--- config.mk ---
export PLATFORM = sky130hd
export DESIGN_NAME = alu_issue_stage
export DESIGN_NICKNAME = d
export VERILOG_FILES = /design/src/rtl/alu_issue_pkg.sv /design/src/rtl/alu_res_fifo.sv /design/src/rtl/alu_issue_stage.sv
export SDC_FILE = /design/constraint.sdc
export NUM_CORES = 1
export LEC_CHECK = 0
export CAP_MARGIN = 20
export CORE_ASPECT_RATIO = 1.1
export CORE_MARGIN = 1
export CORE_UTILIZATION = 46
export DETAILED_ROUTE_END_ITERATION = 10
export GPL_ROUTABILITY_DRIVEN = 1
export HOLD_SLACK_MARGIN = 0.05
export PLACE_DENSITY = 0.76
export SYNTH_ARGS = -nofsm -noshare
export SYNTH_HDL_FRONTEND = slang
export SYNTH_SLANG_ARGS = --single-unit
--- constraint.sdc ---
create_clock -name clk -period 6.4 [get_ports clk]
set_input_delay 0.64 -clock clk [delete_from_list [all_inputs] [get_ports clk]]
set_output_delay 0.64 -clock clk [all_outputs]
set_load 0.005 [all_outputs]
--- src/rtl/alu_issue_pkg.sv ---
// alu_issue_pkg
// Shared definitions for the ALU issue/capture stage: opcode constants for the
// attached 16-bit ALU and the result-FIFO entry layout.
// RES_W / RES_TAG_W fix the entry layout; the stage's WIDTH / TAG_W parameters
// must equal them.
package alu_issue_pkg;

    localparam int RES_W     = 16;
    localparam int RES_TAG_W = 4;

    localparam logic [2:0] OPC_ADD = 3'b100;
    localparam logic [2:0] OPC_AND = 3'b001;
    localparam logic [2:0] OPC_INC = 3'b010;
    localparam logic [2:0] OPC_OR  = 3'b111;

    typedef struct packed {
        logic [RES_W-1:0]     f;
        logic                 zer;
        logic                 neg;
        logic [RES_TAG_W-1:0] tag;
    } res_entry_t;

endpackage

--- src/rtl/alu_res_fifo.sv ---
// alu_res_fifo
// Synchronous FIFO of res_entry_t used to queue captured ALU results.
// Ports:
//   clk, rst_n      clock, async active-low reset (storage cleared too, so the
//                   head reads zero while empty after reset)
//   push, push_d    write request and entry
//   pop             read request (head advances)
//   head            current head entry (valid when !empty)
//   full, empty     status
// A push while full is accepted only if a pop happens in the same cycle.
module alu_res_fifo
    import alu_issue_pkg::*;
#(
    parameter int DEPTH = 4
) (
    input  logic       clk,
    input  logic       rst_n,
    input  logic       push,
    input  res_entry_t push_d,
    input  logic       pop,
    output res_entry_t head,
    output logic       full,
    output logic       empty
);

    localparam int             AW       = $clog2(DEPTH);
    localparam logic [AW:0]    FULL_CNT = (AW+1)'(DEPTH);

    res_entry_t    mem [DEPTH];
    logic [AW-1:0] wr_ptr;
    logic [AW-1:0] rd_ptr;
    logic [AW:0]   count;
    logic          do_push;
    logic          do_pop;

    assign empty   = (count == '0);
    assign full    = (count == FULL_CNT);
    assign do_pop  = pop && !empty;
    assign do_push = push && (!full || do_pop);
    assign head    = mem[rd_ptr];

    always_ff @(posedge clk or negedge rst_n) begin
        if (!rst_n) begin
            wr_ptr <= '0;
            rd_ptr <= '0;
            count  <= '0;
            for (int i = 0; i < DEPTH; i++) mem[i] <= '0;
        end else begin
            if (do_push) begin
                mem[wr_ptr] <= push_d;
                wr_ptr      <= wr_ptr + AW'(1);  // power-of-two depth wraps naturally
            end
            if (do_pop) rd_ptr <= rd_ptr + AW'(1);
            case ({do_push, do_pop})
                2'b10:   count <= count + (AW+1)'(1);
                2'b01:   count <= count - (AW+1)'(1);
                default: count <= count;
            endcase
        end
    end

endmodule

--- src/rtl/alu_issue_stage.sv ---
// alu_issue_stage
// Registered issue/capture stage around a combinational 16-bit ALU.
// Ports:
//   cmd_valid/cmd_ready, cmd_m/n/c/opc   command handshake and operands
//   alu_m/n/c/opc                        registered operands driving the ALU
//   alu_f, alu_zer, alu_neg              ALU result and flags
//   res_valid/res_ready, res_f/zer/neg/tag  result handshake from FIFO head
//   busy                                 operand register or FIFO occupied
//   op_count, zero_count                 saturating capture counters
// A command accepted at edge k is captured into the FIFO at edge k+1, giving one
// cycle of latency with no combinational path from cmd_* to res_*.
module alu_issue_stage
    import alu_issue_pkg::*;
#(
    parameter int WIDTH = RES_W,
    parameter int DEPTH = 4,
    parameter int TAG_W = RES_TAG_W
) (
    input  logic             clk,
    input  logic             rst_n,
    input  logic             cmd_valid,
    output logic             cmd_ready,
    input  logic [WIDTH-1:0] cmd_m,
    input  logic [WIDTH-1:0] cmd_n,
    input  logic             cmd_c,
    input  logic [2:0]       cmd_opc,
    output logic [WIDTH-1:0] alu_m,
    output logic [WIDTH-1:0] alu_n,
    output logic             alu_c,
    output logic [2:0]       alu_opc,
    input  logic [WIDTH-1:0] alu_f,
    input  logic             alu_zer,
    input  logic             alu_neg,
    output logic             res_valid,
    input  logic             res_ready,
    output logic [WIDTH-1:0] res_f,
    output logic             res_zer,
    output logic             res_neg,
    output logic [TAG_W-1:0] res_tag,
    output logic             busy,
    output logic [15:0]      op_count,
    output logic [15:0]      zero_count
);

    logic             s1_valid;
    logic [TAG_W-1:0] s1_tag;
    logic [TAG_W-1:0] tag_cnt;
    logic             rdy_en;     // holds cmd_ready low until the first edge out of reset
    logic             fifo_full;
    logic             fifo_empty;
    logic             capture;
    logic             pop;
    logic             accept;
    res_entry_t       push_d;
    res_entry_t       head;

    assign pop       = res_valid && res_ready;
    // A same-cycle pop frees a slot, so capture still proceeds into a full FIFO.
    assign capture   = s1_valid && (!fifo_full || pop);
    assign cmd_ready = rdy_en && (!s1_valid || capture);
    assign accept    = cmd_valid && cmd_ready;

    assign push_d = '{f: alu_f, zer: alu_zer, neg: alu_neg, tag: s1_tag};

    alu_res_fifo #(.DEPTH(DEPTH)) u_fifo (
        .clk    (clk),
        .rst_n  (rst_n),
        .push   (capture),
        .push_d (push_d),
        .pop    (pop),
        .head   (head),
        .full   (fifo_full),
        .empty  (fifo_empty)
    );

    assign res_valid = !fifo_empty;
    assign res_f     = head.f;
    assign res_zer   = head.zer;
    assign res_neg   = head.neg;
    assign res_tag   = head.tag;
    assign busy      = s1_valid || !fifo_empty;

    always_ff @(posedge clk or negedge rst_n) begin
        if (!rst_n) begin
            rdy_en     <= 1'b0;
            s1_valid   <= 1'b0;
            s1_tag     <= '0;
            tag_cnt    <= '0;
            alu_m      <= '0;
            alu_n      <= '0;
            alu_c      <= 1'b0;
            alu_opc    <= '0;
            op_count   <= '0;
            zero_count <= '0;
        end else begin
            rdy_en <= 1'b1;
            // Operands are only ever overwritten by a new accept; they stay
            // stable while stalled so the ALU output is re-sampled at capture.
            if (accept) begin
                alu_m    <= cmd_m;
                alu_n    <= cmd_n;
                alu_c    <= cmd_c;
                alu_opc  <= cmd_opc;
                s1_tag   <= tag_cnt;
                tag_cnt  <= tag_cnt + TAG_W'(1);
                s1_valid <= 1'b1;
            end else if (capture) begin
                s1_valid <= 1'b0;
            end
            if (capture) begin
                if (op_count != 16'hFFFF) op_count <= op_count + 16'd1;
                if (alu_zer && zero_count != 16'hFFFF) zero_count <= zero_count + 16'd1;
            end
        end
    end

endmodule
# After elaboration in Yosys (flattened, before gate mapping)
# Index checks and enable logic that the tools add are counted.
# W data, S select, Z words.
# totals
romBits,0
inputBits,58
latch_bits,0
memories,0
ramBits,0
output_inout_bits,93
register_bits,173
word_cells,75
# op_classes
add_sub_neg,7
shifts,0
div_mod_pow,0
eq_ne,5
n_reduce_logical,20
muxes,9
bitwise_logic,2
magnitude_cmp,3
n_mul,0
# op_table
cell,count
$bwmux W88,1
$mux W22,3
$bmux W22 S2,1
$demux W22 S2,1
$add A16 B1 Y16 const B,2
$ne A16 B16 Y1 const B,2
$logic_and A1 B1 Y1,8
$ge A3 B3 Y1 const B,2
$not A2 Y3,2
$pmux W3 S2,1
$add A2 B1 Y2 const B,2
$add A4 B1 Y4 const B,1
$logic_or A1 B1 Y1,4
$reduce_and A2 Y1,2
$reduce_bool A2 Y1,2
$add A3 B1 Y3 const B,1
$eq A3 B3 Y1 const B,1
$logic_not A1 Y1,3
$logic_not A3 Y1,1
$lt A3 B1 Y1 const B,1
$sub A3 B1 Y3 const B,1
$eq A2 B1 Y1 const B,1
$eq A2 B2 Y1 const B,1
$mux W1,2

# Logic depth before layout (Yosys ltp)
# logic_depth
ltp_word,9
depth_mapped,9
depth_no_buf,9

# Modules after synthesis
# A second synthesis with hierarchy kept.
# unflattened
cells_unflattened,511
hier_area_um2,7711.1
# modules_own_cells
mod,area_per_inst_um2,n_inst,cells_each
alu_res_fifo,4239.1,1,252
alu_issue_stage,3472.1,1,259

# Worst setup path before layout
# No wires, ideal clock.
# synth_timing
path_kind,input to register
from,in res_ready
to,reg u_fifo.count[2]
arrival_ns,2.163
cell_stages,9
t_required_ns,6.321
setup_slack_ns,4.158
setup_time_ns,0.079
n_path_buf,0
path_cell_list,nor4b_4 nor2_2 inv_2 ha_1 inv_1 fa_1 xor2_1 nor2_1 xor2_1
# synth_between
elab_chain_len,6
elab_cells_between_ends,10
cone_classes,eq/ne: 2; mux: 1; reduce/logical: 7
# synth_rtl
item,line,source
"start, declared",alu_issue_stage.sv:35,"input logic res_ready,"
$logic_and A1 B1 Y1 *,alu_issue_stage.sv:57,assign pop = res_valid && res_ready;
$logic_or A1 B1 Y1 / $logic_and A1 B1 Y1 (equally long branches),"alu_issue_stage.sv:59, alu_res_fifo.sv:38",
$logic_and A1 B1 Y1 / $logic_or A1 B1 Y1 (equally long branches),"alu_issue_stage.sv:59, alu_res_fifo.sv:39",
$logic_and A1 B1 Y1,alu_res_fifo.sv:39,assign do_push = push && (!full || do_pop);
$eq A2 B1 Y1 / $eq A2 B2 Y1 (equally long branches),alu_res_fifo.sv:54,"case ({do_push, do_pop})"
$pmux W3 S2 / $reduce_bool A2 Y1 (equally long branches),n/a,
"end signal, assigned",alu_res_fifo.sv:55,2'b10: count <= count + (AW+1)'(1);
"end signal, assigned",alu_res_fifo.sv:56,2'b01: count <= count - (AW+1)'(1);
"end signal, assigned",alu_res_fifo.sv:57,default: count <= count;
"end, declared",alu_res_fifo.sv:32,logic [AW:0] count;
# Every way passes the cells marked *; elsewhere a longest branch is shown, timed or not.
# A chain may end at the register's enable or synchronous reset.

# Final worst setup path
# layout_timing
from,reg u_fifo.rd_ptr[0]
to,out res_tag[0]
# layout_between
elab_chain_len,4
# layout_rtl
item,line,source
"start, declared",alu_res_fifo.sv:31,logic [AW-1:0] rd_ptr;
"start signal, assigned",alu_res_fifo.sv:53,if (do_pop) rd_ptr <= rd_ptr + AW'(1);
$not A2 Y3 (implied by the code),alu_res_fifo.sv:40,assign head = mem[rd_ptr];
$bmux W22 S2,alu_res_fifo.sv:40,
$mux W22 (implied by the code) (2 in a row),alu_res_fifo.sv:40,
"end, declared",alu_issue_stage.sv:39,"output logic [TAG_W-1:0] res_tag,"
# Every way passes these cells. The select of a mux whose other input is x is not followed.

==> results.md <==
- Dpl cell area: 0.00925 mm2
- CTS root buffer: clkbuf_16
- Post-synth top area share: just under 60%
- Initial drt markers: between 100 and 150
- Max Cap Viol: 0
- Mapped Cells: 497
- Primary FF master, synth: dfrtp_1
- Initial Utilization: 47.5%
- Ys async rst share: 100%
- H-tree level count: 4
- Final #Nets: just over 700
- Hold Violations, Final: 0
- Clk_lat worst skew: 0.42 ns
- Element type at the critical path start: register
- Critical Path End Type: primary output
- Top cells by area, synth: dfrtp_1 (58%), mux2_2 (19%), mux4_2 (6.6%), xor2_1 (2.3%), xnor2_1 (2.0%)
- I/O pins: around 150
- Drc violations: 0
- GPL Wtd Cong: around 0.77
- Clock Tree Buf Depth: 2
- Critical path arrival: 2.45 ns
- CP Class: register to primary output
- Total power: 0.00438 W
- # port buffers: 150
- DR WL/cell: between 15 and 20 um
- Post-CTS Hold Buffers: 0
- Antenna Nets Post-Route: 0
- Fin. max-slew vios: 0
- Syn Nets: 564
- Die height: 136 um
- Commonest non-fill, non-tap cell in the layout: dfrtp_1
- Worst-path clk slew: around 0.06 ns
- RSZ-0062 raised after global routing: false
- EDFF count, synth: 0
- Die area: 0.0168 mm2
- Clock tree sinks: 173
- Setup TNS: 0 ns
- Worst path required time: 5.76 ns
- Initial antenna violation count: 0
- Seq/Total Area, Yosys: between 50% and 60%
- Layout area overhead: 32.1%
- Worst min-delay path class: primary input to async pin
- First-pass DRT Iterations: 4
- Yosys top cell by area: dfrtp_1
- Core box area: 0.0158 mm2
- Max Fclk: 324 MHz
- Worst slew pin tran: 0.849 ns
- CP max FO: 24
- Pleak: 4.15 nW
- Worst vdd ir: around 0.00023 V
- Antenna diodes: 0
- Largest net degree at the start of global routing: 80
- WL final: 15.7 mm
- Netlist Area Pre-Place: roughly 0.0075 mm2
- Synthesized area per cell: approximately 15 um2
- Share of cells above drive strength 1: between 20% and 30%
- DR vias: 4700
- CTS tree: yes
- Post-CTS Setup Inserts: 0
- CTS Buf Count: 17
- Vias in the first global route: 5085
- Global-route wire length before repair: about 26 mm
- Die X-Extent: roughly 120 um
- Period utilisation layout: 48.3%
- Final Critical Period: 3.09 ns
- Final Setup Violations: 0
- Netlist cell types: 43
- Flops & latches, synth: ~170
- Yosys synthesis warning count: 0
- Pre-CTS setup slack: roughly 3.2 ns
- Slew HR: 43.4%
- Gr ovfl total: 0
- Std-Cell Rows: 48
- Status: completed
- Setup ws final: around 3.3 ns
- Hpwl dp: 10.6 mm
- Leading cell types in the layout, fill and taps excluded: dfrtp_1 (172), clkdlybuf4s50_1 (149), mux2_2 (129)
- Post-route cell area: 0.00990 mm2
- Clk_skew: about 0.0060 ns
- Vias per cell: 5.40
- Tot GR Track Use: 20.2%
- Post-CTS Resized: 0
- Power Dens Cells: 442 mW/mm2
## logic make-up (layout without fill, tap and decap cells)
kind of cell	count (synthesis)	after routing	share of synthesized area, %
AOI/OAI and AO/OA	12	12	1.30
xor gates and xnor gates	37	37	4.32
adders and majority gates	9	9	1.60
buffers and inverters	27	200	1.94
DFF	173	173	57.7
muxes	156	156	26.7
other	1	1	0.0500
and+or+nand+nor	82	82	6.33
## registers in the layout, indices dropped and copies added, names as in the netlist
signal	cells
alu_opc	3
u_fifo.mem	88
alu_m	16
u_fifo.count	3
s1_valid	1
u_fifo.wr_ptr	2
rdy_en	1
op_count	16
s1_tag	4
tag_cnt	4
zero_count	16
alu_n	16
u_fifo.rd_ptr	2
alu_c	1
## metal layers
layer	track usage, %	vias up	wire, um
li1	-	2128	-
met1	26.4	2431	6910
met2	31.9	120	7670
met3	5.70	21	878
met4	7.36	0	258
met5	0	-	0
## cells in the mapped netlist (3+ instances only)
| master | count |
|---|---|
| nand2_1 | 21 |
| nor3_1 | 5 |
| ha_1 | 8 |
| nand2b_1 | 3 |
| xor2_1 | 20 |
| mux2_1 | 4 |
| nor4_1 | 6 |
| mux4_2 | 22 |
| buf_6 | 4 |
| dfrtp_1 | 173 |
| nand3_1 | 11 |
| xnor2_1 | 17 |
| buf_2 | 11 |
| inv_1 | 8 |
| mux2_2 | 129 |
| a21oi_1 | 3 |
| clkbuf_1 | 3 |
| nor2_1 | 7 |
| nand4_1 | 12 |
## metrics by stage
step | instances | hold WS, ns | util, %
5_1_grt | 870 | 0.301 | 62.7
6_report | 870 | 0.247 | 62.7
3_3_place_gp | 833 | 0.460 | 58.1
3_5_place_dp | 836 | 0.462 | 58.6
2_1_floorplan | 497 | 0.344 | -
4_1_cts | 868 | 0.280 | 62.4
## critical path, stage by stage, from the launching register on
cell	delay, ns
dfrtp_2	0.92
mux4_2	0.63
clkdlybuf4s50_1	0.46
## cell type report
type	count	area, um2
Clock inverter	13	173
Fill cell	1223	5890
Timing Repair Buffer	159	1660
Clock buffer	19	433
Tap cell	200	250
Inverter	9	33.8
Multi-Input combinational cell	297	3020
Sequential cell	173	4330
## final timing paths
check / startpoint / to / slack, ns / cells after the start
min in group clk: tag_cnt[3] / tag_cnt[3] / 0.47 / 1
hold / removal: rst_n / u_fifo.mem[80] / 0.25 / 1
max in group asynchronous: rst_n / zero_count[2] / 5.05 / 2
hold reg to reg: tag_cnt[3] / tag_cnt[3] / 0.47 / 1
setup reg to reg: u_fifo.count[0] / u_fifo.count[2] / 4.02 / 9
setup / recovery: u_fifo.rd_ptr[0] / res_tag[0] / 3.31 / 2
## report_power, final
group / internal (W) / total, W / switching (W)
combinational: 0.00102 / 0.00149 / 0.000477
sequential: 0.00150 / 0.00182 / 0.000313
clock: 0.000649 / 0.00107 / 0.000419
total: 0.00317 / 0.00438 / 0.00121
Power figures use the tool's default switching activity.
